$ cat src/rtl/buffer2sram_scheduler.sv
// Descriptor queue and issue sequencer for the buffer2sram_input mover:
// validates, queues, and hands transfers over one at a time.
module buffer2sram_scheduler #(
    parameter int FIFO_DEPTH = 4,
    parameter int CNT_W      = 16
) (
    input  logic                          clk,
    input  logic                          rst,
    input  logic                          req_valid,
    output logic                          req_ready,
    input  logic [7:0]                    req_buf_start,
    input  logic [7:0]                    req_buf_end,
    input  logic [12:0]                   req_sram_start,
    input  logic                          flush,
    output logic [7:0]                    BUF_ADDR_start,
    output logic [7:0]                    BUF_ADDR_end,
    output logic [12:0]                   SRAM_ADDR_start,
    output logic                          buffer2sram_start,
    input  logic                          buffer2sram_done,
    output logic                          busy,
    output logic [$clog2(FIFO_DEPTH):0]   queue_count,
    output logic [CNT_W-1:0]              done_count,
    output logic                          err_pulse,
    output logic [1:0]                    err_code
);

    localparam int PW = $clog2(FIFO_DEPTH);
    localparam int CW = PW + 1;
    localparam logic [CW-1:0] DEPTH_C = CW'(FIFO_DEPTH);

    typedef struct packed {
        logic [7:0]  buf_start;
        logic [7:0]  buf_end;
        logic [12:0] sram_start;
    } desc_t;

    typedef enum logic [1:0] {
        IDLE  = 2'd0,
        ISSUE = 2'd1,
        WAIT  = 2'd2
    } state_t;

    state_t            state_q, state_d;
    desc_t             mem_q [FIFO_DEPTH];
    desc_t             cur_q, cur_d;
    desc_t             req_desc;
    logic [PW-1:0]     wr_ptr_q, wr_ptr_d;
    logic [PW-1:0]     rd_ptr_q, rd_ptr_d;
    logic [CW-1:0]     cnt_q, cnt_d;
    logic [CNT_W-1:0]  done_cnt_q, done_cnt_d;
    logic              err_pulse_q, err_pulse_d;
    logic [1:0]        err_code_q, err_code_d;
    logic              accept;
    logic              push;
    logic              pop;
    logic [1:0]        chk_code;
    logic [6:0]        span;
    logic [7:0]        sram_end;

    assign req_desc = '{
        buf_start:  req_buf_start,
        buf_end:    req_buf_end,
        sram_start: req_sram_start
    };

    assign req_ready = (cnt_q < DEPTH_C);
    assign accept    = req_valid && req_ready;

    // Span only matters once the range is known to be ordered.
    assign span     = req_buf_end[6:0] - req_buf_start[6:0];
    assign sram_end = {1'b0, req_sram_start[6:0]} + {1'b0, span};

    always_comb begin
        chk_code = 2'b00;
        if (req_buf_start[7] != req_buf_end[7]) begin
            chk_code = 2'b01;
        end else if (req_buf_end[6:0] < req_buf_start[6:0]) begin
            chk_code = 2'b10;
        end else if (sram_end > 8'd127) begin
            chk_code = 2'b11;
        end
    end

    assign push = accept && (chk_code == 2'b00) && !flush;

    always_comb begin
        err_pulse_d = accept && (chk_code != 2'b00);
        err_code_d  = err_code_q;
        if (err_pulse_d) begin
            err_code_d = chk_code;
        end
    end

    always_comb begin
        state_d    = state_q;
        pop        = 1'b0;
        done_cnt_d = done_cnt_q;
        case (state_q)
            IDLE: begin
                if ((cnt_q != '0) && !flush) begin
                    pop     = 1'b1;
                    state_d = ISSUE;
                end
            end
            ISSUE: begin
                state_d = WAIT;
            end
            WAIT: begin
                if (buffer2sram_done) begin
                    done_cnt_d = done_cnt_q + 1'b1;
                    state_d    = IDLE;
                end
            end
            default: begin
                state_d = IDLE;
            end
        endcase
    end

    always_comb begin
        cur_d = cur_q;
        if (pop) begin
            cur_d = mem_q[rd_ptr_q];
        end
    end

    // Flush and pop are exclusive, as are flush and push.
    always_comb begin
        wr_ptr_d = wr_ptr_q;
        rd_ptr_d = rd_ptr_q;
        cnt_d    = cnt_q;
        if (flush) begin
            wr_ptr_d = '0;
            rd_ptr_d = '0;
            cnt_d    = '0;
        end else begin
            if (push) begin
                wr_ptr_d = wr_ptr_q + 1'b1;
            end
            if (pop) begin
                rd_ptr_d = rd_ptr_q + 1'b1;
            end
            if (push && !pop) begin
                cnt_d = cnt_q + 1'b1;
            end else if (!push && pop) begin
                cnt_d = cnt_q - 1'b1;
            end
        end
    end

    always_ff @(posedge clk or posedge rst) begin
        if (rst) begin
            state_q     <= IDLE;
            cur_q       <= '0;
            wr_ptr_q    <= '0;
            rd_ptr_q    <= '0;
            cnt_q       <= '0;
            done_cnt_q  <= '0;
            err_pulse_q <= 1'b0;
            err_code_q  <= 2'b00;
        end else begin
            state_q     <= state_d;
            cur_q       <= cur_d;
            wr_ptr_q    <= wr_ptr_d;
            rd_ptr_q    <= rd_ptr_d;
            cnt_q       <= cnt_d;
            done_cnt_q  <= done_cnt_d;
            err_pulse_q <= err_pulse_d;
            err_code_q  <= err_code_d;
        end
    end

    always_ff @(posedge clk) begin
        if (push) begin
            mem_q[wr_ptr_q] <= req_desc;
        end
    end

    assign BUF_ADDR_start    = cur_q.buf_start;
    assign BUF_ADDR_end      = cur_q.buf_end;
    assign SRAM_ADDR_start   = cur_q.sram_start;
    assign buffer2sram_start = (state_q == ISSUE);
    assign busy              = (state_q != IDLE) || (cnt_q != '0);
    assign queue_count       = cnt_q;
    assign done_count        = done_cnt_q;
    assign err_pulse         = err_pulse_q;
    assign err_code          = err_code_q;

endmodule

$ cat config.mk
export PLATFORM = sky130hd
export DESIGN_NAME = buffer2sram_scheduler
export DESIGN_NICKNAME = d
export VERILOG_FILES = /design/src/rtl/buffer2sram_scheduler.sv
export SDC_FILE = /design/constraint.sdc
export NUM_CORES = 1
export LEC_CHECK = 0
export CAP_MARGIN = 20
export CORE_UTILIZATION = 55
export CTS_CLUSTER_DIAMETER = 200
export DETAILED_ROUTE_END_ITERATION = 10
export PLACE_DENSITY_LB_ADDON = 0.08
export SYNTH_ARGS = -nofsm -noshare
export SYNTH_HDL_FRONTEND = slang
export SYNTH_SLANG_ARGS = --single-unit
$ cat constraint.sdc
create_clock -name clk -period 3.1 [get_ports clk]
set_input_delay 0.465 -clock clk [delete_from_list [all_inputs] [get_ports clk]]
set_output_delay 0.465 -clock clk [all_outputs]
set_load 0.02 [all_outputs]
After elaboration in Yosys (flattened, before gate mapping)
Memory sizes are Yosys's and may differ from the RTL's. A register that Yosys moved wholly into a read port is not among the register bits.
Cells that the tools add are included.
{"block": "word_totals", "register_bits": 28, "mem_bits_rw": 116, "output_inout_bits": 54, "word_cells": 61, "memories": 1}
{"block": "op_classes", "n_addsub": 7, "n_lt_le_gt_ge": 3, "n_eq_ne": 5, "n_mux": 17, "n_reduce_logical": 21}
{"name": "mem_q", "words": 4, "width": 29, "rd": 1, "rd_clocked_by_memory_dff": 1, "wr": 1, "line_no": "44", "source": "desc_t mem_q [FIFO_DEPTH];"}
{"op": "$mux 2", "count": 9}
{"op": "$add 16x1->16 const B", "count": 1}
{"op": "$mux 3", "count": 3}
{"op": "$add 7x7->8", "count": 1}
{"op": "$gt 8x7->1 const B", "count": 1}
{"op": "$reduce_bool 2->1", "count": 4}
{"op": "$logic_and 1x1->1", "count": 7}
{"op": "$lt 7x7->1", "count": 1}
{"op": "$sub 7x7->7", "count": 1}
{"op": "$pmux 2 s3", "count": 1}
{"op": "$reduce_bool 3->1", "count": 2}
{"op": "$add 2x1->2 const B", "count": 2}
{"op": "$logic_not 2->1", "count": 2}
{"op": "$mux 1", "count": 4}
{"op": "$ne 2x2->1 const B", "count": 2}
{"op": "$reduce_and 2->1", "count": 2}
{"op": "$add 3x1->3 const B", "count": 1}
{"op": "$logic_not 1->1", "count": 3}
{"op": "$lt 3x3->1 const B", "count": 1}
{"op": "$sub 3x1->3 const B", "count": 1}
{"op": "$eq 2x1->1 const B", "count": 1}
{"op": "$eq 2x2->1 const B", "count": 1}
{"op": "$logic_or 1x1->1", "count": 1}
{"op": "$ne 1x1->1", "count": 1}

Longest topological paths before layout
Gate-level depths: netlist (run 1).
{"block": "logic_depth", "depth_word": 14, "ltp_mapped": 18, "ltp_nobuf": 18}

Worst setup path after synthesis (run 1)
No wires, ideal clock.
{"block": "synth_path", "path_kind": "input to register", "startpoint": "in req_buf_end[0]", "endpoint": "mem mem_q[0][0] in the netlist's numbering, enable pin", "arrival_ns": 3.866, "slack_ns": -1.155, "path_stages": 13, "n_path_buf": 0, "cell_sequence": "inv_1 > ha_1 > fa_1 > nor2b_1 > o21ai_0 > a21boi_0 > nor2_1 > ha_1 > a211oi_2 > nor2_1 > or3_2 > nor4_1 > and2_1"}
{"block": "synth_via", "elab_chain_len": 11}
{"item": "start, declared", "line_no": "12", "source": "input logic [7:0] req_buf_end,"}
{"item": "$sub 7x7->7", "line_no": "70", "source": "assign span = req_buf_end[6:0] - req_buf_start[6:0];"}
{"item": "$add 7x7->8", "line_no": "71", "source": "assign sram_end = {1'b0, req_sram_start[6:0]} + {1'b0, span};"}
{"item": "$gt 8x7->1", "line_no": "79", "source": "end else if (sram_end > 8'd127) begin"}
{"item": "$mux 2", "line_no": "79"}
{"item": "$mux 2 *", "line_no": "77", "source": "end else if (req_buf_end[6:0] < req_buf_start[6:0]) begin"}
{"item": "$mux 2 *", "line_no": "75", "source": "if (req_buf_start[7] != req_buf_end[7]) begin"}
{"item": "$logic_not 2->1 *", "line_no": "84", "source": "assign push = accept && (chk_code == 2'b00) && !flush;"}
{"item": "$logic_and 1x1->1 * (2 in series)", "line_no": "84"}
{"item": "$mux 1 *", "line_no": "174", "source": "if (push) begin"}
{"item": "$mux 1 (not written as such) *", "line_no": "175", "source": "mem_q[wr_ptr_q] <= req_desc;"}
{"item": "end, declared", "line_no": "44"}
Every way passes the cells marked *; elsewhere a longest branch is shown, timed or not.

Worst setup path after layout (run 1)
{"block": "layout_path", "startpoint": "in req_buf_end[0]", "endpoint": "reg cnt_q[1], in the netlist queue_count[1]"}
{"block": "layout_via", "elab_chain_len": 12}
{"item": "$sub 7x7->7", "line_no": "70"}
{"item": "$add 7x7->8", "line_no": "71"}
{"item": "$gt 8x7->1", "line_no": "79"}
{"item": "$mux 2", "line_no": "79"}
{"item": "$mux 2 *", "line_no": "77"}
{"item": "$mux 2 *", "line_no": "75"}
{"item": "$logic_not 2->1 *", "line_no": "84"}
{"item": "$logic_and 1x1->1 * (2 in series)", "line_no": "84"}
{"item": "$logic_and 1x1->1 / $logic_not 1->1 (equally long branches)", "line_no": "143, 145"}
{"item": "$mux 3 / $logic_and 1x1->1 (equally long branches)", "line_no": "143, 145"}
{"item": "$mux 3 / $reduce_bool 3->1 (equally long branches)"}
{"item": "end signal, assigned", "line_no": "166", "source": "cnt_q <= cnt_d;"}
{"item": "end, declared", "line_no": "49", "source": "logic [CW-1:0] cnt_q, cnt_d;"}
Marked as above.
A chain may end at the register's enable or synchronous reset.

==> metrics, run 1 <==
status finished, violations left; failing checks setup timing; slowest stage cell, crit path fa_2; post-synthesis register bit count between 150 and 200; r2r worst-path depth 6; net count reported at finish approximately 650; CP Buf/Inv Count 3; cell-internal power around 5.3 mW; syn_area_per_cell between 15 and 20 um^2; Hold Crit Start req_buf_start[0]; CTS tree built; CP Launch Type input pin; first-pass GRT wire length between 20000 and 30000 um; actual slew at the worst max-slew pin about 1.2 ns; Synth cell types between 40 and 50; WHS approximately 0.34 ns; YS warnings 0; R2R setup slack 0.73 ns; WP data arrival 4.01 ns; Mapped Cells between 400 and 500; Final Cycle Share 1.182; Clock power frac 0.277; final setup margin -0.5644 ns; DR WL/cell 21.78 um; number of global-route vias before repair about 4500; Largest delay share family, worst path simple AND/OR/NAND/NOR gates; clock slew at reported path FFs around 0.07 ns; Initial Util 0.5656; first drt pass iteration count 4; total CTS buffers 17; highest ir drop seen on vdd just under 400 uV; Comb power frac 0.326; Detail Route Antenna Nets 0; synthesized netlist net count ~470; Total Routed Length roughly 17000 um; static leakage about 3.7 nW; Area Overhead vs Synth 39.11%; Placed Area between 0.008 and 0.009 mm^2; Setup-failing EPs final roughly 120; commonest non-fill, non-tap cells in the layout 116 x edfxtp_1, 75 x clkdlybuf4s50_1, 56 x dfrtp_1; number of enable flip-flop cells after synthesis approximately 120; Root Driver clkbuf_16; minimum clock period between 3 and 4 ns; power per cell area about 760 mW/mm^2; Die H 115.9 um; Hold Violations, Final 0; Post-Syn Area a little over 0.007 mm^2; I/O pin total between 80 and 90; via density per instance 5.553; relative slew slack 0.2267; Worst EP required around 3.5 ns; Fmax approximately 0.27 GHz; die width 115.9 um; dpl hpwl approximately 9500 um; drt drc 0; Initial DRC Count roughly 320; switching part of the total 0.3024; CP Cell Sequence buf_12 > inv_8 > ha_4 > fa_2 > nor2b_4 > o21ai_2 > a21boi_2 > buf_4 > nor2_4 > ha_4 > a211oi_2 > nor2_2 > or3_4 > nor4_4 > and2_4 > fa_2 > or3_1 > o211ai_1; reg2reg start queue_count[0]; CP Max Fanout 3; vias 4326; Die Area 0.01344 mm^2; fin. max-slew vios 0; htree depth 4; RSZ-0062 raised after global routing yes; largest net degree at the start of global routing 38; crit end category flip-flop; hold endpoint mem_q[3][21]; share of layout cells above drive strength 1 0.3630; Tot GR Track Use 0.2712; worst min path class in -> reg; initial antenna violation count 1; Setup Crit Path Kind in -> reg; # port buffers slightly below 90; Clk Latency, worst-skew pair between 0.4 and 0.5 ns; Top FF cell, synth edfxtp_1; Core Rows 41; Final GP Congestion about 0.83; Post-synth ARST share 0.3295; CTS Sinks roughly 170; Sequential Power Share 0.397; total grt overflow 0; clock skew 0.01454 ns; max_cap viols 0; hold path depth 2; P_sw roughly 2.3 mW; post-route cell area about 0.01 mm^2; crit-path max cell delay about 0.44 ns; register area share after synthesis 0.6878; core area 0.01262 mm^2; reg2reg end queue_count[1]; commonest non-fill, non-tap cell in the layout edfxtp_1; clk buf depth 2
## worst max path at each step
stage / slack (ns) / end / depth (start not counted) / start
after global routing: -0.66 / queue_count[1] / 18 / req_buf_end[0]
final: -0.56 / queue_count[1] / 18 / req_buf_end[0]
after floorplan: -0.58 / queue_count[1] / 16 / req_buf_end[0]
after CTS: -0.77 / queue_count[1] / 18 / req_buf_end[0]
after detailed placement: -1.50 / queue_count[1] / 17 / req_buf_end[0]
after global placement: -1.36 / queue_count[1] / 17 / req_buf_end[0]
## cell families after synthesis
group,Yosys count,synth area share
AOI/OAI and AO/OA,32,0.02927
xor gates and xnor gates,20,0.02454
adders and majority gates,22,0.04067
buffers and inverters,31,0.01648
DFF,173,0.6878
muxes,59,0.1388
and+or+nand+nor,80,0.06240
## cell usage after synthesis (2+ instances only)
library cell | number | area [um^2]
nor3_1 | 7 | 35.03
nor2_1 | 15 | 56.30
nand3_1 | 12 | 60.06
nand2_1 | 10 | 37.54
a21boi_0 | 2 | 15.01
nor4_1 | 2 | 12.51
fa_1 | 2 | 40.04
dfrtp_1 | 57 | 1426
mux2_2 | 30 | 337.8
a31oi_1 | 2 | 12.51
ha_1 | 20 | 250.2
o21ai_0 | 7 | 35.03
clkbuf_1 | 5 | 18.77
inv_1 | 20 | 75.07
edfxtp_1 | 116 | 3483
buf_1 | 5 | 18.77
xnor2_1 | 13 | 113.9
and3_1 | 4 | 25.02
and2_1 | 5 | 31.28
a21oi_1 | 7 | 35.03
a21o_1 | 2 | 15.01
mux4_2 | 29 | 653.1
o21a_1 | 2 | 15.01
nand3b_1 | 2 | 15.01
nor2b_1 | 4 | 25.02
o211ai_1 | 2 | 15.01
o22ai_1 | 2 | 12.51
or4_1 | 4 | 30.03
nand4_1 | 3 | 18.77
or2_2 | 2 | 12.51
nand2b_1 | 4 | 25.02
xor2_1 | 7 | 61.31
## final cells by class
cell class              instances  area [um^2]
well taps                     172        215.2
clock inverters                 9        111.4
multi-input cells             213         2325
repair buffers                168         1814
diodes                          1        2.502
flip-flops and latches        173         4911
fillers                       718         2690
clock buffers                  23        467.9
inverters                      20        82.58
## sequential cells by signal, indices dropped and copies added (netlist names)
register	count
BUF_ADDR_end	8
BUF_ADDR_start	8
queue_count	3
wr_ptr_q	2
err_code	2
mem_q	116
done_count	16
state_q	2
err_pulse	1
rd_ptr_q	2
SRAM_ADDR_start	13
## power groups by stage
stage                     registers, mW  clock network [mW]  logic, mW
after floorplan                    3.29                   0       1.04
after global placement             3.03                   0       2.28
after detailed placement           3.04                   0       2.32
after CTS                          3.00                2.10       2.41
after global routing               3.05                2.22       2.63
final                              3.01                2.11       2.47
## stage by stage
| step | power, mW | setup TNS [ns] | util | std cells | setup WS (ns) |
|---|---|---|---|---|---|
| 2_1_floorplan | 4.332 | -31.53 | - | 417 | -0.5810 |
| 3_3_place_gp | 5.308 | -125.38 | 0.6987 | 721 | -1.357 |
| 3_5_place_dp | 5.365 | -134.09 | 0.6987 | 721 | -1.500 |
| 4_1_cts | 7.517 | -44.74 | 0.7926 | 783 | -0.7693 |
| 5_1_grt | 7.901 | -35.68 | 0.7868 | 779 | -0.6610 |
| 6_report | 7.594 | -25.90 | 0.7868 | 779 | -0.5644 |
## routing by layer
| metal | vias to the layer above | global-route usage | part of all wire |
|---|---|---|---|
| li1 | 1953 | - | - |
| met3 | 20 | 0.06067 | 0.041 |
| met5 | - | 0 | 0 |
| met4 | 0 | 0.1000 | 0.021 |
| met2 | 115 | 0.4690 | 0.53 |
| met1 | 2238 | 0.3360 | 0.40 |
## timing repair
item,in CTS,in global routing
gates resized for setup,68,28
setup buffers,21,10
endpoints found under the setup margin,124,121
hold buffers,0,0
pin swaps,28,25
cloned,10,0
Note: power is estimated with default switching activity, not from simulation.
==> inputs of run 2 (changes only) <==
- ABC_AREA: not set -> 1
- CORE_UTILIZATION: 55 -> 56
==> metrics, run 2 <==
post-synthesis register bit count 173 (unchanged); number of global-route vias before repair 4923 (+8.7%); Synth top cells by count 135 x nand2_1, 116 x edfxtp_1, 107 x nor2_1, 57 x dfrtp_1, 45 x inv_1; leading area contributor after synthesis edfxtp_1; # fillers 901 (+25%); static leakage 3.833 nW (+2.8%); clk buf depth 2 (unchanged); YS warnings 0 (unchanged); commonest non-fill, non-tap cell in the layout nand2_1; Total Routed Length 15680 um (-7.6%); CP Launch Type input pin; slowest stage cell, crit path fa_2; first-pass GRT wire length 24560 um (-2.8%); core area 0.01272 mm^2 (+0.81%); Fmax 0.3213 GHz (+18%); max_cap viols 0 (unchanged); Clk Latency, worst-skew pair 0.42 ns (about the same); worst min path class in -> reg; Post-Route Utilization 0.7419 (-0.04490); drt drc 0 (unchanged); via density per instance 5.336 (-3.9%); Final Cycle Share 1.004 (-0.1780); Die H 116.7 um (+0.69%); register area 0.004911 mm^2 (unchanged); Inst Count DP 907 (+26%); total CTS buffers 17 (unchanged); final setup margin -0.01264 ns (+0.5518 ns); Post-Syn Area 0.007370 mm^2 (+3.2%); Top FF cell, synth edfxtp_1; P_sw 2.555 mW (+11%); first drt pass iteration count 6 (+2); Final GP Congestion 0.8082 (-3.0%); Die Area 0.01362 mm^2 (+1.4%); RSZ-0062 raised after global routing yes; Setup-failing EPs final 9 (-93%); dpl hpwl 9985 um (+4.6%); cts hold-fix bufs 0 (unchanged); power per cell area 811.6 mW/mm^2 (+6.1%); CTS Sinks 173 (unchanged); TNS Setup -0.09313 ns (+25.81 ns); Clock power frac 0.276 (about the same); Place WS -0.7504 ns (+0.7498 ns); register area share after synthesis 0.6662 (-0.02160); fin. max-slew vios 0 (unchanged); CP Cell Sequence buf_8 > inv_8 > ha_4 > fa_2 > o21ai_4 > nand2_1 > nand2_1 > a21oi_2 > xnor2_1 > ha_1 > buf_4 > a21oi_1 > nand2_2 > nor2_4 > nand4_4 > buf_4 > nor2_4 > clkbuf_16; die width 116.7 um (+0.69%); actual slew at the worst max-slew pin 0.8490 ns (-0.3022 ns); total grt overflow 0 (unchanged); Core Rows 41 (unchanged); CP Max Fanout 9 (+6); crit-path max cell delay 0.41 ns (-0.03 ns); crit end category flip-flop; Detail Route Antenna Nets 0 (unchanged); status finished, violations left; largest net degree at the start of global routing 60 (+58%); Most flops, register mem_q; # port buffers 87 (unchanged); Area contributors post-synth edfxtp_1 47%, dfrtp_1 19%, nand2_1 6.9%; htree depth 4 (unchanged); Mapped Cells 644 (+54%); Initial Util 0.5793 (+0.01363); CTS tree built; Setup Crit Path Kind in -> reg; Finished Layout Cells 943 (+21%); commonest non-fill, non-tap cells in the layout 134 x nand2_1, 116 x edfxtp_1, 102 x nor2_1; count leader, synth nand2_1; clock slew at reported path FFs 0.06 ns (about the same); vias 5032 (+16%); WP data arrival 3.25 ns (-0.76 ns); Hold Violations, Final 0 (unchanged); relative slew slack 0.4340 (+0.2074); number of enable flip-flop cells after synthesis 116 (unchanged); Tot GR Track Use 0.2475 (-0.02370); Initial DRC Count 253 (-20%); syn_area_per_cell 11.44 um^2 (-33%); Comb power frac 0.337 (+0.011); initial antenna violation count 0 (-1); I/O pin total 88 (unchanged); Area Overhead vs Synth 28.08%; DR WL/cell 16.63 um (-24%); failing checks setup timing; minimum clock period 3.113 ns (-0.5518 ns); highest ir drop seen on vdd 524.3 uV (+36%); Synth top area share 0.4727 (-0.01533); Sequential Power Share 0.387 (-0.010); cell-internal power 5.106 mW (-3.6%); clock skew 0.007049 ns (-0.007491 ns); net count reported at finish 814 (+25%); max FFs per register 116 (unchanged); Post-synth ARST share 0.3295 (unchanged); Root Driver clkbuf_16; share of layout cells above drive strength 1 0.1505 (-0.2126); multi-input logic area 0.002287 mm^2 (-1.6%); # diodes 0 (-1); Synth cell types 34 (-24%); Worst EP required 3.24 ns (-0.21 ns); synthesized netlist net count 700 (+48%); switching part of the total 0.3335 (+0.03113)
-- run 2: cell types whose count changed after synthesis, moves of 14 or more --
cell,delta
o21ai_0,+23
inv_1,+25
o32ai_1,+29
mux2_2,-30
clkbuf_1,+14
mux4_2,-29
nand2_1,+125
nor2_1,+92
-- run 2: final timing paths --
kind	start	endpoint	slack, ns	cells after the start
setup / recovery	req_buf_end[0]	mem_q[3][7]	-0.01	18
hold / removal	req_buf_start[0]	mem_q[0][21]	0.24	1
setup reg to reg	state_q[1]	queue_count[2]	1.11	10
hold reg to reg	done_count[15]	done_count[15]	0.46	1
max in group asynchronous	rst	done_count[11]	2.05	3
min in group asynchronous	rst	queue_count[2]	0.46	2
-- run 2: per-stage QoR --
stage               area (um^2)  hold WS, ns  power, mW
finish                     9439       0.2440      7.661
detailed placement         8738       0.4565      5.527
floorplan                  7437       0.5305      4.545
global placement           8738       0.4534      5.458
global route               9439       0.2274      8.081
CTS                        9335       0.3000      7.667
-- run 2: logic make-up (layout without fill, tap and decap cells) --
kind of cell    after synthesis  in the layout  share of synthesized area
fa+ha+maj                    22             22                    0.03939
flops                       173            173                     0.6662
buf+inv                      74            201                    0.03905
xor+xnor                     21             21                    0.02496
compound gates               75             75                    0.06757
simple gates                279            279                     0.1628
-- run 2: repair_timing --
item / CTS / global route
setup endpoints to repair: 119 / 117
gates resized for setup: 19 / 27
buffers inserted: 0 / 2
gates cloned: 0 / 2
pin swaps: 6 / 17
-- run 2: final cells by class --
| class | instances | area share |
|---|---|---|
| Timing Repair Buffer | 120 | 0.1315 |
| Clock inverter | 12 | 0.01551 |
| Clock buffer | 20 | 0.04732 |
| Inverter | 49 | 0.02028 |
| Sequential cell | 173 | 0.5203 |
| Multi-Input combinational cell | 397 | 0.2423 |
| Tap cell | 172 | 0.02280 |
-- run 2: layer usage --
layer / part of all wire / up-vias / wire (um) / track usage
met2: 0.49 / 168 / 7760 / 0.4126
li1: - / 2413 / - / -
met5: 0 / - / 0 / 0
met4: 0.028 / 0 / 438 / 0.1089
met1: 0.42 / 2421 / 6607 / 0.3129
met3: 0.056 / 30 / 878 / 0.05501
-- run 2: critical path: cells and delay by family --
| kind | cells | cell delay [ns] |
|---|---|---|
| and+or+nand+nor | 6 | 0.73 |
| adders and majority gates | 3 | 0.83 |
| buffers and inverters | 5 | 0.69 |
| xor gates and xnor gates | 1 | 0.18 |
| AOI/OAI and AO/OA | 3 | 0.36 |
-- run 2: power groups by stage --
stage                     logic (mW)  clock network, mW  registers [mW]
final                           2.59               2.11            2.96
after global routing            2.84               2.24            3.00
after CTS                       2.56               2.15            2.96
after detailed placement        2.52                  0            3.00
after global placement          2.47                  0            2.98
after floorplan                 1.30                  0            3.24
